$ cat src/rtl/cache_pkg.sv
// Shared types and address-split helpers for the instruction cache.
package cache_pkg;

    typedef enum logic {
        IDLE   = 1'b0,
        REFILL = 1'b1
    } cache_state_e;

    // Instruction fetch is word aligned, so the two byte bits are never used.
    localparam int unsigned BYTE_OFFSET_W = 2;

    // Bits that select a word inside a line.
    function automatic int unsigned offset_width(input int unsigned block_words);
        return $clog2(block_words);
    endfunction

    // Bits that select a line (set).
    function automatic int unsigned index_width(input int unsigned set_count);
        return $clog2(set_count);
    endfunction

    // Bits that remain above the index and form the tag.
    function automatic int unsigned tag_width(input int unsigned addr_width,
                                              input int unsigned block_words,
                                              input int unsigned set_count);
        return addr_width - BYTE_OFFSET_W - $clog2(block_words) - $clog2(set_count);
    endfunction

    // Widths for the default geometry (64-bit address, 4 words, 16 sets).
    localparam int unsigned DEF_OFFSET_W = 2;
    localparam int unsigned DEF_INDEX_W  = 4;
    localparam int unsigned DEF_TAG_W    = 56;

endpackage

$ cat src/rtl/instr_cache_data_array.sv
// Instruction word storage: one synchronous write port, one combinational read port.
module instr_cache_data_array #(
    parameter int unsigned WIDTH = 32,
    parameter int unsigned DEPTH = 64,
    parameter int unsigned AW    = 6
) (
    input  logic             clk,
    input  logic             we,
    input  logic [AW-1:0]    waddr,
    input  logic [WIDTH-1:0] wdata,
    input  logic [AW-1:0]    raddr,
    output logic [WIDTH-1:0] rdata
);

    logic [WIDTH-1:0] mem [DEPTH];

    // Refill beat write; contents are deliberately not reset.
    always_ff @(posedge clk) begin
        if (we) begin
            mem[waddr] <= wdata;
        end
    end

    // Same-cycle read for zero-latency hits.
    always_comb begin
        rdata = mem[raddr];
    end

endmodule

$ cat src/rtl/instr_cache.sv
// Direct-mapped instruction cache with single-line burst refill.
// Optional feature: define ICACHE_PERF_CNT_EN to add saturating hit/miss counters.
module instr_cache
    import cache_pkg::*;
#(
    parameter int unsigned ADDR_WIDTH  = 64,
    parameter int unsigned INSTR_WIDTH = 32,
    parameter int unsigned BLOCK_WORDS = 4,
    parameter int unsigned SET_COUNT   = 16
) (
    input  logic                   i_clk,
    input  logic                   i_arst,
    input  logic                   i_req,
    input  logic [ADDR_WIDTH-1:0]  i_addr,
    input  logic                   i_invalidate,
    output logic [INSTR_WIDTH-1:0] o_instruction,
    output logic                   o_hit,
    output logic                   o_stall_fetch,
    output logic                   o_mem_req,
    output logic [ADDR_WIDTH-1:0]  o_mem_addr,
`ifdef ICACHE_PERF_CNT_EN
    output logic [31:0]            o_hit_count,
    output logic [31:0]            o_miss_count,
`endif
    input  logic                   i_mem_valid,
    input  logic [INSTR_WIDTH-1:0] i_mem_data
);

    localparam int unsigned OFFSET_W = offset_width(BLOCK_WORDS);
    localparam int unsigned INDEX_W  = index_width(SET_COUNT);
    localparam int unsigned TAG_W    = tag_width(ADDR_WIDTH, BLOCK_WORDS, SET_COUNT);
    localparam int unsigned LINE_LSB = BYTE_OFFSET_W + OFFSET_W;
    localparam int unsigned TAG_LSB  = LINE_LSB + INDEX_W;
    localparam int unsigned LINE_W   = ADDR_WIDTH - LINE_LSB;
    localparam int unsigned ARR_AW   = INDEX_W + OFFSET_W;
    localparam int unsigned ARR_D    = SET_COUNT * BLOCK_WORDS;

    cache_state_e            state_q;
    logic [OFFSET_W-1:0]     beat_cnt_q;
    logic [LINE_W-1:0]       line_q;
    logic                    drop_q;
    logic                    mem_req_q;
    logic [SET_COUNT-1:0]    valid_q;
    logic [TAG_W-1:0]        tag_mem [SET_COUNT];

    logic [INDEX_W-1:0]      req_index;
    logic [OFFSET_W-1:0]     req_offset;
    logic [TAG_W-1:0]        req_tag;
    logic [INDEX_W-1:0]      fill_index;
    logic [TAG_W-1:0]        fill_tag;
    logic                    hit;
    logic                    beat_we;
    logic                    last_beat;
    logic [INSTR_WIDTH-1:0]  rd_data;
    logic                    unused_addr_lsb;

    assign req_index       = i_addr[LINE_LSB +: INDEX_W];
    assign req_offset      = i_addr[BYTE_OFFSET_W +: OFFSET_W];
    assign req_tag         = i_addr[TAG_LSB +: TAG_W];
    assign fill_index      = line_q[INDEX_W-1:0];
    assign fill_tag        = line_q[INDEX_W +: TAG_W];
    assign unused_addr_lsb = ^i_addr[BYTE_OFFSET_W-1:0];

    // Lookup and refill beat decode.
    always_comb begin
        hit       = i_req && (state_q == IDLE) && valid_q[req_index]
                    && (tag_mem[req_index] == req_tag);
        beat_we   = (state_q == REFILL) && i_mem_valid;
        last_beat = beat_we && (beat_cnt_q == OFFSET_W'(BLOCK_WORDS - 1));
    end

    assign o_hit         = hit;
    assign o_instruction = hit ? rd_data : '0;
    assign o_stall_fetch = (state_q == REFILL) || (i_req && !hit);
    assign o_mem_req     = mem_req_q;
    assign o_mem_addr    = {line_q, {LINE_LSB{1'b0}}};

    instr_cache_data_array #(
        .WIDTH (INSTR_WIDTH),
        .DEPTH (ARR_D),
        .AW    (ARR_AW)
    ) u_data (
        .clk   (i_clk),
        .we    (beat_we),
        .waddr ({fill_index, beat_cnt_q}),
        .wdata (i_mem_data),
        .raddr ({req_index, req_offset}),
        .rdata (rd_data)
    );

    // Miss detection, refill sequencing and memory request.
    always_ff @(posedge i_clk or negedge i_arst) begin
        if (!i_arst) begin
            state_q    <= IDLE;
            beat_cnt_q <= '0;
            line_q     <= '0;
            drop_q     <= 1'b0;
            mem_req_q  <= 1'b0;
        end else begin
            case (state_q)
                IDLE: begin
                    if (i_req && !hit) begin
                        state_q   <= REFILL;
                        line_q    <= i_addr[ADDR_WIDTH-1:LINE_LSB];
                        mem_req_q <= 1'b1;
                    end
                end
                REFILL: begin
                    if (i_invalidate) begin
                        drop_q <= 1'b1;
                    end
                    if (i_mem_valid) begin
                        beat_cnt_q <= beat_cnt_q + OFFSET_W'(1);
                        if (last_beat) begin
                            state_q    <= IDLE;
                            mem_req_q  <= 1'b0;
                            beat_cnt_q <= '0;
                            drop_q     <= 1'b0;
                        end
                    end
                end
                default: state_q <= IDLE;
            endcase
        end
    end

    // Valid bits: invalidate wins over a completing fill; dropped fills stay invalid.
    always_ff @(posedge i_clk or negedge i_arst) begin
        if (!i_arst) begin
            valid_q <= '0;
        end else if (i_invalidate) begin
            valid_q <= '0;
        end else if (last_beat && !drop_q) begin
            valid_q[fill_index] <= 1'b1;
        end
    end

    // Tag write on the final beat of a refill.
    always_ff @(posedge i_clk) begin
        if (last_beat) begin
            tag_mem[fill_index] <= fill_tag;
        end
    end

`ifdef ICACHE_PERF_CNT_EN
    // Saturating hit/miss event counters.
    always_ff @(posedge i_clk or negedge i_arst) begin
        if (!i_arst) begin
            o_hit_count  <= '0;
            o_miss_count <= '0;
        end else begin
            if (hit && (o_hit_count != '1)) begin
                o_hit_count <= o_hit_count + 32'(1);
            end
            if ((state_q == IDLE) && i_req && !hit && (o_miss_count != '1)) begin
                o_miss_count <= o_miss_count + 32'(1);
            end
        end
    end
`endif

endmodule

$ cat config.mk
export PLATFORM = sky130hd
export DESIGN_NAME = instr_cache
export DESIGN_NICKNAME = d
export VERILOG_FILES = /design/src/rtl/cache_pkg.sv /design/src/rtl/instr_cache_data_array.sv /design/src/rtl/instr_cache.sv
export SDC_FILE = /design/constraint.sdc
export NUM_CORES = 2
export LEC_CHECK = 0
export ABC_AREA = 0
export CAP_MARGIN = 30
export CORE_ASPECT_RATIO = 1.1
export CORE_MARGIN = 4
export CORE_UTILIZATION = 50
export CTS_BUF_LIST = sky130_fd_sc_hd__clkbuf_8 sky130_fd_sc_hd__clkbuf_16
export DETAILED_ROUTE_END_ITERATION = 8
export PLACE_DENSITY_LB_ADDON = 0.2
export SKIP_LAST_GASP = 1
export SLEW_MARGIN = 20
export SYNTH_ARGS = -nofsm -noshare
export SYNTH_HDL_FRONTEND = slang
export SYNTH_SLANG_ARGS = --single-unit
$ cat constraint.sdc
create_clock -name i_clk -period 8.5 [get_ports i_clk]
set_input_delay 1.275 -clock i_clk [delete_from_list [all_inputs] [get_ports i_clk]]
set_output_delay 1.275 -clock i_clk [all_outputs]
set_load 0.005 [all_outputs]
==> summary.txt <==
Pwr
  • Clock network power share: 0.376
  • Leakage: 42.6 nW
  • Power Density: 257 nW/um^2
  • Max VDD drop: between 200 and 250 uV
  • NetSw: approximately 0.0080 W
  • Sequential share of power: 0.537
  • Switching part of the total: 0.233
  • Comb power frac: 0.088
  • Power Internal: roughly 0.026 W

Clocking
  • CTS tree: yes
  • Clock Sinks: between 3,000 and 4,000
  • Max clock buf depth: 4
  • Clock-pin slew on the worst setup and hold paths: approximately 60 ps
  • Clock buffer count from CTS: about 320
  • H-tree levels: 5
  • Worst-Skew Late Latency: 970 ps
  • Hold buffer count at cts: 0
  • Post-CTS Setup Bufs: 0
  • Clock Tree Root: clkbuf_16
  • Post-CTS Resized: 0

Logic synthesis
  • Share of flip-flops with an asynchronous set or reset: 0.0268
  • Sequential cell area fraction in the yosys report: 0.771
  • Dominant synthesized flop cell: edfxtp_1
  • Post-synth EDFFs: between 2,000 and 3,000
  • Register bit count reported by yosys: between 3,000 and 4,000
  • Synth Instances: around 5,000
  • Mean post-synth cell area: around 24 um^2
  • Number of synthesis warnings: 0
  • Synth cell types: a little under 80
  • Synth Cell Area: 117,000 um^2

Global route
  • Total gr overflow: 0
  • Global-route wire length before repair: between 400,000 and 500,000 um
  • Vias in the first global route: ~56,000
  • Largest net degree at the start of global routing: 95
  • Gr usage total: 0.235
  • Antenna violations before repair: 22

Layout
  • Nets: 5,490
  • Non-filler cells, final: 8,729
  • Area Growth Syn to Fin: 14.2%
  • Layout cells sized above 1: 0.299

Worst setup path
  • Crit Path Class: in -> out
  • Max FO, Critical Path: 33
  • CP Data Required Time: ~7200 ps
  • CP arrival: between 6000 and 7000 ps
  • CP startpoint kind: primary input
  • Register-to-register setup slack: about 4200 ps
  • Element type at the critical path end: primary output

Placed design
  • Placed cells: between 8,000 and 9,000
  • Dpl hpwl: approximately 160,000 um
  • Routability Congestion: 0.865
  • I/O Buffers: 193
  • DP Worst Slack: about 900 ps

Die
  • Chip height: 516 um
  • I/O pin total: 200
  • Std cell rows: ~190
  • Die W: 470 um
  • Core outline area: 233,000 um^2
  • Die area: ~240,000 um^2
  • Initial core utilization: 0.502

Drt
  • DRC errors left: 0
  • Post-DR vias/cell: approximately 6.2
  • Drt initial violations: ~6,500
  • Routed WL: 284,000 um
  • DR pass1 iterations: 5
  • Post-DR wirelength/cell: 32.6 um
  • ANT nets after route: 0
  • Total number of vias: 54,266

STA
  • Slew margin rel.: 0.301
  • Final Hold Vio Count: 0
  • Slew @ Worst Pin: around 1000 ps
  • Period minus WS final: 7570 ps
  • Hold slack: about 310 ps
  • Setup violators final: 0
  • Setup ws final: about 930 ps
  • Max Slew Vio Count: 0
  • Clk_skew: 104 ps
  • Tcrit/Tclk final: 0.890
  • RSZ-0062 raised after global routing: false
  • Fmax: between 100 and 150 MHz
  • TNS Setup: 0 ps

Job
  • Max Cap Viol: 0

Worst hold path
  • Tightest Hold Check Type: in -> async

Run status
  • Status: completed
==> final cells by class <==
cell class | instances | area [um^2]
clock inverter | 218 | 1500
clock buffer | 328 | 8120
inverter | 13 | 51.3
antenna | 10 | 25.0
sequential | 3025 | 90400
fill | 16635 | 99500
multi-input combinational | 1641 | 26000
tap | 3102 | 3880
timing repair buffer | 392 | 3910
==> final timing paths <==
kind | from | endpoint | depth (start not counted)
min | i_arst | line_q[27]$_DFFE_PN0P_ | 1
min in group i_clk | o_mem_req$_DFFE_PN0P_ | o_mem_req$_DFFE_PN0P_ | 2
max in group asynchronous | i_arst | valid_q[12]$_DFFE_PN0P_ | 2
min reg2reg | o_mem_req$_DFFE_PN0P_ | o_mem_req$_DFFE_PN0P_ | 2
max reg2reg | tag_mem[1][20]$_DFFE_PP_ | line_q[0]$_DFFE_PN0P_ | 10
max | i_addr[7] | o_instruction[29] | 12
==> logic make-up after synthesis <==
kind of cell	synth area share
AO/OA/AOI/OAI	0.00923
XOR/XNOR	0.00553
adder cells (fa/ha/maj)	0.000107
buffers and inverters	0.0122
flip-flops	0.771
multiplexers	0.187
other	0.0000320
AND/OR/NAND/NOR	0.0148
==> power groups by stage <==
| stage | Sequential (W) | Clock, W | Combinational (W) |
|---|---|---|---|
| finish | 0.0185 | 0.0129 | 0.00302 |
| global route | 0.0186 | 0.0139 | 0.00316 |
| CTS | 0.0185 | 0.0132 | 0.00303 |
| detailed placement | 0.0188 | 0 | 0.00302 |
| global placement | 0.0187 | 0 | 0.00296 |
| floorplan | 0.0184 | 0 | 0.00156 |
==> state kept, by name, summed over array words and instances (netlist names) <==
name,flops
o_mem_req,1
beat_cnt_q,2
line_q,60
u_data.mem,2048
state_q,1
valid_q,16
tag_mem,896
drop_q,1
==> placed cells by master (no fill, tap or decap), types with 15 or more instances in the layout <==
cell	n
clkinv_2	48
mux2_4	59
clkinv_1	63
a221oi_1	15
nor3_1	16
a21oi_1	34
buf_2	19
clkbuf_16	320
clkdlybuf4s50_1	154
nand2_1	52
dfrtp_1	81
bufinv_16	20
nor2_4	78
mux4_2	850
a22oi_1	26
edfxtp_1	2944
xor2_1	33
mux2i_1	121
buf_4	166
xnor2_1	41
nand3_1	18
mux2_2	27
buf_12	37
inv_1	83
nor2_1	47
nor2b_1	47
==> synthesized netlist by cell type (all sizes together), types with 17 or more instances <==
cell type,instances,area share
nor3,17,0.00073
nand3,18,0.00077
buf,103,0.0068
nand2,52,0.0017
a22oi,26,0.0017
mux2,86,0.010
dfrtp,81,0.017
mux2i,121,0.010
nor2b,47,0.0025
edfxtp,2944,0.75
nor2,125,0.0040
xor2,33,0.0025
xnor2,41,0.0031
a21oi,34,0.0015
mux4,864,0.17
clkbuf,153,0.0050
==> routing by layer <==
layer	vias to the layer above	track usage	part of all wire
li1	22052	-	-
met1	29667	0.326	0.40
met2	2115	0.396	0.50
met3	428	0.0381	0.069
met4	4	0.0615	0.025
met5	-	0	0.000081
==> per-stage QoR <==
stage | cell area [um^2] | utilization | power, W
after floorplan | 117000 | - | 0.0200
after global placement | 124000 | 0.530 | 0.0217
after detailed placement | 124000 | 0.531 | 0.0218
after CTS | 134000 | 0.572 | 0.0347
after global routing | 134000 | 0.574 | 0.0356
final | 134000 | 0.574 | 0.0345
==> critical path, cell delays in order <==
cell,delay (ps)
buf_4,480
buf_4,480
mux4_2,370
mux2i_1,180
xor2_1,390
a2bb2oi_1,480
o2111ai_1,230
nor4b_1,340
nand4_1,230
or4_4,930
nor2b_1,280
clkdlybuf4s50_1,540
Note: power is estimated with default switching activity, not from simulation.
